$ cat src/rtl/riscv_pkg.sv
// Shared core definitions: datapath widths, the hard-wired zero register and
// the layout of one pending register-file write.
package riscv_pkg;

  localparam int XLEN = 32;
  localparam int AW   = 5;

  localparam logic [AW-1:0] REG_ZERO = 5'd0;

  typedef struct packed {
    logic [AW-1:0]   rd;
    logic [XLEN-1:0] data;
  } wb_entry_t;

endpackage

$ cat src/rtl/wb_fwd_match.sv
// Priority match of one lookup address against N write candidates; candidate 0
// is the youngest and wins over every higher index.
module wb_fwd_match #(
  parameter int N    = 5,
  parameter int XLEN = 32,
  parameter int AW   = 5
) (
  input  logic [AW-1:0]     addr,
  input  logic [N-1:0]      candValid,
  input  logic [N*AW-1:0]   candRd,
  input  logic [N*XLEN-1:0] candData,
  output logic              hit,
  output logic [XLEN-1:0]   data
);

  // Scan oldest to youngest so the youngest match is the one left standing; x0 never hits.
  always_comb begin
    hit  = 1'b0;
    data = {XLEN{1'b0}};
    for (int i = N - 1; i >= 0; i--) begin
      if (candValid[i] && (candRd[i*AW +: AW] == addr) && (addr != {AW{1'b0}})) begin
        hit  = 1'b1;
        data = candData[i*XLEN +: XLEN];
      end else begin
        hit  = hit;
        data = data;
      end
    end
  end

endmodule

$ cat src/rtl/writeback_buffer.sv
// In-order write-back FIFO in front of the register file: accepts results over
// valid/ready, drains one per cycle, and forwards pending values to decode.
module writeback_buffer #(
  parameter int DEPTH = 4,
  parameter int XLEN  = riscv_pkg::XLEN,
  parameter int AW    = riscv_pkg::AW
) (
  input  logic                     clk,
  input  logic                     reset_n,
  input  logic                     in_valid,
  output logic                     in_ready,
  input  logic [AW-1:0]            in_rd,
  input  logic [XLEN-1:0]          in_data,
  input  logic                     wb_stall,
  output logic                     regWrite,
  output logic [AW-1:0]            writeReg,
  output logic [XLEN-1:0]          writeData,
  input  logic [AW-1:0]            fwd_addr1,
  input  logic [AW-1:0]            fwd_addr2,
  output logic                     fwd_hit1,
  output logic                     fwd_hit2,
  output logic [XLEN-1:0]          fwd_data1,
  output logic [XLEN-1:0]          fwd_data2,
  output logic [$clog2(DEPTH):0]   count,
  output logic                     empty,
  output logic                     full
);

  localparam int PTR_W = $clog2(DEPTH);
  localparam int CNT_W = PTR_W + 1;
  localparam int NCAND = DEPTH + 1;
  localparam logic [AW-1:0] ZERO_RD = AW'(riscv_pkg::REG_ZERO);

  logic [AW-1:0]    rdMem_r   [DEPTH];
  logic [XLEN-1:0]  dataMem_r [DEPTH];
  logic [PTR_W-1:0] head_r;
  logic [PTR_W-1:0] tail_r;
  logic [CNT_W-1:0] count_r;
  logic             regWrite_r;
  logic [AW-1:0]    writeReg_r;
  logic [XLEN-1:0]  writeData_r;

  logic             full_s;
  logic             empty_s;
  logic             store_s;
  logic             pop_s;

  logic [NCAND-1:0]      candValid_s;
  logic [NCAND*AW-1:0]   candRd_s;
  logic [NCAND*XLEN-1:0] candData_s;

  // A push to x0 completes the handshake but is never stored.
  assign full_s   = (count_r == CNT_W'(DEPTH));
  assign empty_s  = (count_r == {CNT_W{1'b0}});
  assign store_s  = in_valid && !full_s && (in_rd != ZERO_RD);
  assign pop_s    = !empty_s && !wb_stall;

  assign in_ready  = !full_s;
  assign count     = count_r;
  assign empty     = empty_s;
  assign full      = full_s;
  assign regWrite  = regWrite_r;
  assign writeReg  = writeReg_r;
  assign writeData = writeData_r;

  // Pointers and occupancy; DEPTH is a power of two so pointers wrap naturally.
  always_ff @(posedge clk or negedge reset_n) begin
    if (!reset_n) begin
      head_r  <= {PTR_W{1'b0}};
      tail_r  <= {PTR_W{1'b0}};
      count_r <= {CNT_W{1'b0}};
    end else begin
      if (store_s) begin
        tail_r <= tail_r + PTR_W'(1);
      end
      if (pop_s) begin
        head_r <= head_r + PTR_W'(1);
      end
      case ({store_s, pop_s})
        2'b10:   count_r <= count_r + CNT_W'(1);
        2'b01:   count_r <= count_r - CNT_W'(1);
        default: count_r <= count_r;
      endcase
    end
  end

  // Entry storage, cleared on reset so no stale value can ever be forwarded.
  always_ff @(posedge clk or negedge reset_n) begin
    if (!reset_n) begin
      for (int i = 0; i < DEPTH; i++) begin
        rdMem_r[i]   <= {AW{1'b0}};
        dataMem_r[i] <= {XLEN{1'b0}};
      end
    end else if (store_s) begin
      rdMem_r[tail_r]   <= in_rd;
      dataMem_r[tail_r] <= in_data;
    end
  end

  // Register-file write port: strobe for one cycle per pop, address/data hold otherwise.
  always_ff @(posedge clk or negedge reset_n) begin
    if (!reset_n) begin
      regWrite_r  <= 1'b0;
      writeReg_r  <= {AW{1'b0}};
      writeData_r <= {XLEN{1'b0}};
    end else begin
      regWrite_r <= pop_s;
      if (pop_s) begin
        writeReg_r  <= rdMem_r[head_r];
        writeData_r <= dataMem_r[head_r];
      end
    end
  end

  // Candidate k is the k-th youngest queue entry; the output register comes last.
  for (genvar k = 0; k < DEPTH; k++) begin : g_cand
    logic [PTR_W-1:0] slot_s;
    assign slot_s                          = tail_r - PTR_W'(k + 1);
    assign candValid_s[k]                  = (CNT_W'(k) < count_r);
    assign candRd_s[k*AW +: AW]            = rdMem_r[slot_s];
    assign candData_s[k*XLEN +: XLEN]      = dataMem_r[slot_s];
  end

  assign candValid_s[DEPTH]               = regWrite_r;
  assign candRd_s[DEPTH*AW +: AW]         = writeReg_r;
  assign candData_s[DEPTH*XLEN +: XLEN]   = writeData_r;

  wb_fwd_match #(.N(NCAND), .XLEN(XLEN), .AW(AW)) u_fwd1 (
    .addr      (fwd_addr1),
    .candValid (candValid_s),
    .candRd    (candRd_s),
    .candData  (candData_s),
    .hit       (fwd_hit1),
    .data      (fwd_data1)
  );

  wb_fwd_match #(.N(NCAND), .XLEN(XLEN), .AW(AW)) u_fwd2 (
    .addr      (fwd_addr2),
    .candValid (candValid_s),
    .candRd    (candRd_s),
    .candData  (candData_s),
    .hit       (fwd_hit2),
    .data      (fwd_data2)
  );

endmodule
$ cat config.mk
export PLATFORM = sky130hd
export DESIGN_NAME = writeback_buffer
export DESIGN_NICKNAME = d
export VERILOG_FILES = /design/src/rtl/riscv_pkg.sv /design/src/rtl/wb_fwd_match.sv /design/src/rtl/writeback_buffer.sv
export SDC_FILE = /design/constraint.sdc
export NUM_CORES = 1
export LEC_CHECK = 0
export CORE_UTILIZATION = 54
export CTS_BUF_LIST = sky130_fd_sc_hd__clkbuf_16
export CTS_CLUSTER_SIZE = 16
export DETAILED_ROUTE_END_ITERATION = 8
export PLACE_DENSITY = 0.77
export SYNTH_ARGS = -nofsm -noshare
export SYNTH_HDL_FRONTEND = slang
export SYNTH_HIERARCHICAL = 1
export SYNTH_SLANG_ARGS = --single-unit
$ cat constraint.sdc
create_clock -name clk -period 8.55 [get_ports clk]
set_input_delay 1.71 -clock clk [delete_from_list [all_inputs] [get_ports clk]]
set_output_delay 1.71 -clock clk [all_outputs]
set_load 0.005 [all_outputs]
* Word-level counts from Yosys, hierarchy flattened *
Index checks and enable logic that the tools add are counted.

word-level totals
  register bits = 193
  bits of input ports = 51
  output and inout bits = 110
  logic and storage cells = 138

cells by class
  add/subtract/negate cells = 7
  $lt $le $gt $ge = 10
  equality and inequality tests = 13
  muxes and demuxes = 57
  bitwise gates (word level) = 5
  reduce and logical (&&, ||, !) cells = 32

operators with widths
  kind                 count
  $mux 32              21
  $bmux 32 s2          5
  $bwmux 128           1
  $demux 32 s2         1
  $mux 5               11
  $bmux 5 s2           5
  $eq 5x5->1           10
  $logic_and 1x1->1    24
  $bwmux 20            1
  $ge 3x3->1 const B   5
  $not 2->3            5
  $reduce_bool 5->1    3
  $demux 5 s2          1
  $mux 1               10
  $lt 1x3->1 const A   2
  $lt 2x3->1 const A   2
  $pmux 3 s2           1
  $add 2x1->2 const B  2
  $sub 2x2->2 const B  2
  $add 3x1->3 const B  1
  $eq 3x3->1 const B   1
  $logic_not 1->1      3
  $logic_not 3->1      1
  $lt 3x1->1 const B   1
  other kinds (5)      5

* Depth between registers and ports, before layout *
  depth after elaboration = 11
  depth in mapped cells = 15
  depth with buffers taken out = 9

* Cells and area by module *
Netlist, hierarchy kept.

by module, submodules not included
  module            instances  cells an instance  area an instance (µm²)  seq. area each (µm²)
  writeback_buffer  1          700                12126.6                 4829.6
  wb_fwd_match      2          249                1642.8                  0.0

* Worst setup path before layout *
No wires, ideal clock.

  path kind = register to output
  start = register tail_r[0]
  end = output port fwd_data1[0]
  arrival = 4395 ps
  required time = 6840 ps
  slack = 2445 ps
  cell stages (with the launch flop) = 15
  buffers on the path = 6
  cell sequence = dfrtp_1 > clkbuf_1 > clkbuf_1 > clkbuf_1 > inv_1 > ha_1 > buf_1 > buf_1 > mux4_2 > xnor2_1 > nand4_1 > nor3_1 > nor2_1 > clkbuf_1 > a221o_1

between the ends
  elaborated cells on any way between the ends = 47
  classes of those cells = 3 x add/sub; 4 x eq/ne; 28 x mux; 4 x bitwise; 8 x reduce/logical

RTL lines
  what                                        RTL line                 source
  from (decl)                                 writeback_buffer.sv:37   logic [PTR_W-1:0] tail_r;
  from (signal assigned)                      writeback_buffer.sv:70   tail_r <= {PTR_W{1'b0}};
  from (signal assigned)                      writeback_buffer.sv:74   tail_r <= tail_r + PTR_W'(1);
  $sub 2x1->2                                 writeback_buffer.sv:118  assign slot_s = tail_r - PTR_W'(k + 1);
  via g_cand[0].slot_s[0]                     writeback_buffer.sv:117  logic [PTR_W-1:0] slot_s;
  $not 2->3 (implied by the code)             writeback_buffer.sv:120  assign candRd_s[k*AW +: AW] = rdMem_r[slot_s];
  $bmux 5 s2                                  writeback_buffer.sv:120
  $mux 5 (implied by the code) (2 in series)  writeback_buffer.sv:120
  via candRd_s[0]                             writeback_buffer.sv:49   logic [NCAND*AW-1:0] candRd_s;
  $eq 5x5->1                                  wb_fwd_match.sv:21       if (candValid[i] && (candRd[i*AW +: AW] == addr) && (addr != {AW{1'b0}})) begin
  $logic_and 1x1->1 (2 in series)             wb_fwd_match.sv:21
  $mux 32                                     wb_fwd_match.sv:21
  to (decl)                                   writeback_buffer.sv:22   output logic [XLEN-1:0] fwd_data1,

The timed path passes the listed nets, and every way through them passes these cells. The select of a mux whose other input is x is not followed.

* Worst setup path in the final report *
  start = register tail_r[1]
  end = output port fwd_data2[2]

between the ends
  cells in the longest elaborated chain, start to end = 11
  elaborated cells on any way between the ends = 47
  classes of those cells = 3 x add/sub; 4 x eq/ne; 28 x mux; 4 x bitwise; 8 x reduce/logical

ends and longest elaborated chain
  what                                        RTL line                 source
  $sub 2x2->2                                 writeback_buffer.sv:118
  via g_cand[2].slot_s[1]                     writeback_buffer.sv:117
  $not 2->3 (implied by the code)             writeback_buffer.sv:120
  $bmux 5 s2                                  writeback_buffer.sv:120
  $mux 5 (implied by the code) (2 in series)  writeback_buffer.sv:120
  via candRd_s[14]                            writeback_buffer.sv:49
  $eq 5x5->1                                  wb_fwd_match.sv:21
  $logic_and 1x1->1 (2 in series)             wb_fwd_match.sv:21
  $mux 32 (3 in series)                       wb_fwd_match.sv:21
  to (decl)                                   writeback_buffer.sv:23   output logic [XLEN-1:0] fwd_data2,

The timed path passes the listed nets, and every way through them passes these cells. The select of a mux whose other input is x is not followed.

==> results by group <==
Global route
  – First-pass GRT wire length: slightly below 70 mm
  – Initial antenna violation count: 0
  – Total GRT Usage: 0.3074
  – Grt ovf: 0
  – Largest net degree at the start of global routing: roughly 120
  – Vias in the first global route: 11.89k

Yosys
  – Mean Syn Cell Area: about 13 sq um
  – Post-Syn Area: between 0.015 and 0.02 sq mm
  – Yosys warns: 6
  – Dominant synthesized flop cell: dfrtp_1
  – Top post-synthesis cells by area: dfrtp_1 (31%), mux4_2 (27%), mux2_2 (13%), a221o_1 (3.9%), a311oi_1 (3.4%)
  – Register area share after synthesis: 0.3134
  – Top-area cell type share of the netlist area: 0.3134
  – Syn_nets: ~1.3k
  – Synth Instances: 1198
  – EDFF count, synth: 0
  – Dominant cell type by area after synthesis: dfrtp_1
  – Synthesis-stage register bit count: just under 200
  – Synth unique cells: 45
  – Post-synth ARST share: 1.000

Routing
  – Detailed Route WL: around 43 mm
  – Pre-Repair DR Iteration Count: 6
  – Wl on met1: between 15 and 20 mm
  – Residual DRC: 0
  – Max Used Layer: met4
  – DRT antenna net count: 0
  – Vias/cell: about 7.3
  – Iteration-0 DRC Markers: a little under 2k
  – Routed wl met3: just under 5 mm
  – Met2 WL: between 15 and 20 mm
  – WL/cell: 26.35 um
  – Via count: around 12k

Cells and area
  – # fillers: 2171
  – Share of layout cells above drive strength 1: 0.3646
  – Fin nets: 1306
  – Final core utilization: 0.6179
  – Synth-to-Final Area Change: 11.99%
  – Post-Layout Cell Count: between 1.5k and 2k
  – Multi-input logic area: ~0.0096 sq mm
  – Sequential standard cell area: 0.004840 sq mm

Placed design
  – RePlAce Congestion: 0.9730
  – Inst Count DP: between 1.5k and 2k
  – DP HPWL: about 27 mm
  – Number of port buffers: 160

STA
  – Worst slew margin: 0.3117
  – Worst Skew: roughly 0.0098 ns
  – Period minus WS final: 7.108 ns
  – Tcrit/Tclk final: 0.8314
  – RSZ-0062 raised after global routing: false
  – Maximum clock rate: 0.1407 GHz
  – Setup TNS: 0 ns
  – Slew Limit Fails: 0
  – Hold Vio Cnt, Final: 0
  – Least-Margin Pin Slew: between 1 and 1.5 ns
  – Setup violators final: 0

Hold path
  – Worst hold path stage count: 2
  – Hold WC Path Type: flop to flop

Critical path
  – CP Launch Type: flop
  – Worst Path Arrival: between 5 and 6 ns
  – CP max FO: 40
  – Reg2reg end: dataMem_r[1]
  – Reg2reg start: tail_r[0]
  – Setup crit end: fwd_data2[2]
  – Crit path launch: tail_r[1]
  – R2R Setup Slk: between 5 and 6 ns
  – WP data required: 6.84 ns
  – Reg2Reg Depth: 5
  – Critical path class: flop to primary output
  – CP endpoint kind: primary output

CTS
  – Num CTS Buffers: 17
  – Clock-pin slew on the worst setup and hold paths: roughly 0.080 ns
  – CTS tree: yes
  – Clk sink count: 193
  – Gates resized, CTS repair: 0
  – Setup Buffers After CTS: 0
  – Clock Latency Late Sink: around 0.44 ns
  – Clock Path Buffers: 2
  – H-tree levels: 4
  – Cts hold-fix bufs: 0
  – Root Driver: clkbuf_16

Floorplanning
  – Initial core utilization: 0.5517
  – I/O pin count: around 160
  – CORE AREA: between 0.02 and 0.03 sq mm
  – Die W: ~170 um
  – Die height: between 150 and 200 um
  – Die area: 0.02922 sq mm
  – Site Rows: between 60 and 70

Pwr
  – Peak VDD IR: 196.9 uV
  – Total power: slightly above 8000 uW
  – Leakage power: 0.006305 uW
  – PwrDens: 474.4 mW/mm^2

Job
  – Maxcap violations: 0

Outcome
  – Run status: completed
[cell usage after synthesis (6+ instances only)]
cell type and number:
dfrtp_1 193, mux4_2 185, mux2_2 173, nand2_1 90, nor2_1 70, nand3_1 63
a221o_1 60, a311oi_1 60, xnor2_1 52, buf_4 50, buf_2 34, clkbuf_1 27
buf_6 23, buf_1 19, mux2_4 10, ha_1 9, or4_1 9, inv_1 8
o21ai_0 6
[layer usage]
metal,track usage,vias up
met5,0,-
met4,0.1203,0
met3,0.07934,181
met2,0.4692,880
met1,0.4220,6048
li1,-,4862
[sequential cells by signal (all words and copies together), names as in the netlist]
signal	flops
writeData	32
tail_r	2
count	3
regWrite	1
head_r	2
writeReg	5
dataMem_r	128
rdMem_r	20
[stage by stage]
| stage | setup slack [ns] | hold WS (ns) | cell area [sq um] |
|---|---|---|---|
| after floorplan | 2.445 | 0.5104 | 15410 |
| after global placement | 1.671 | 0.5266 | 16720 |
| after detailed placement | 1.641 | 0.5414 | 16720 |
| after CTS | 1.533 | 0.5584 | 17260 |
| after global routing | 1.314 | 0.6095 | 17260 |
| final | 1.442 | 0.5524 | 17260 |
[power breakdown]
group | leakage [uW] | total (uW) | internal (uW) | switching (uW)
logic | 0.00374 | 5280 | 3050 | 2240
clock network | 0.000271 | 757 | 377 | 380
registers | 0.00229 | 2150 | 1390 | 755
total | 0.00631 | 8190 | 4820 | 3370
[worst min-delay path by stage]
stage,from,slack [ns],endpoint
2_1_floorplan,writeData[30],0.51,writeData[30]
3_3_place_gp,count[1],0.53,count[1]
3_5_place_dp,count[1],0.54,count[1]
4_1_cts,count[1],0.56,count[1]
5_1_grt,writeData[10],0.61,writeData[10]
6_report,count[1],0.55,count[1]
[critical path: stages (launching register included)]
cell             delay (ns)
dfrtp_4                0.86
inv_1                  0.19
ha_4                   0.62
mux4_2                 0.42
xnor2_1                0.27
nand2_1                0.11
or4_2                  1.02
buf_4                  0.40
a311oi_1               0.31
a221o_1                0.21
clkdlybuf4s50_1        0.52
[cell type report]
cell class / instances / share of cell area
Sequential cell: 193 / 0.2804
Antenna cell: 1 / 0.0001450
Clock buffer: 17 / 0.02465
Multi-Input combinational cell: 837 / 0.5536
Inverter: 8 / 0.001740
Timing Repair Buffer: 189 / 0.1056
Clock inverter: 15 / 0.006452
Tap cell: 378 / 0.02740
[logic make-up after synthesis]
logic type	after synthesis	share of synthesized area
xor gates and xnor gates	54	0.03069
DFF	193	0.3134
buffers and inverters	168	0.07120
muxes	372	0.4093
adders and majority gates	9	0.007307
AOI/OAI and AO/OA	146	0.09303
and+or+nand+nor	256	0.07509
[layout by cell type (no fill, tap or decap), types with 3 or more instances in the layout]
cell type	netlist	final
mux2_4	10	10
mux2_2	173	173
nand3_1	63	63
ha_1	9	8
nor2_1	70	65
nor2_4	2	3
buf_4	50	29
clkbuf_16	0	17
inv_1	8	9
nor2_2	0	4
inv_6	0	5
nand2_1	90	90
clkdlybuf4s50_1	0	159
clkinv_4	0	4
xnor2_1	52	52
nor4_1	4	4
or4_1	9	7
nand4_1	4	4
a221o_1	60	60
a311oi_1	60	60
mux4_2	185	185
mux2_1	3	3
o2111ai_4	4	4
o21ai_0	6	6
dfrtp_1	193	189
Note: power is estimated with default switching activity, not from simulation.
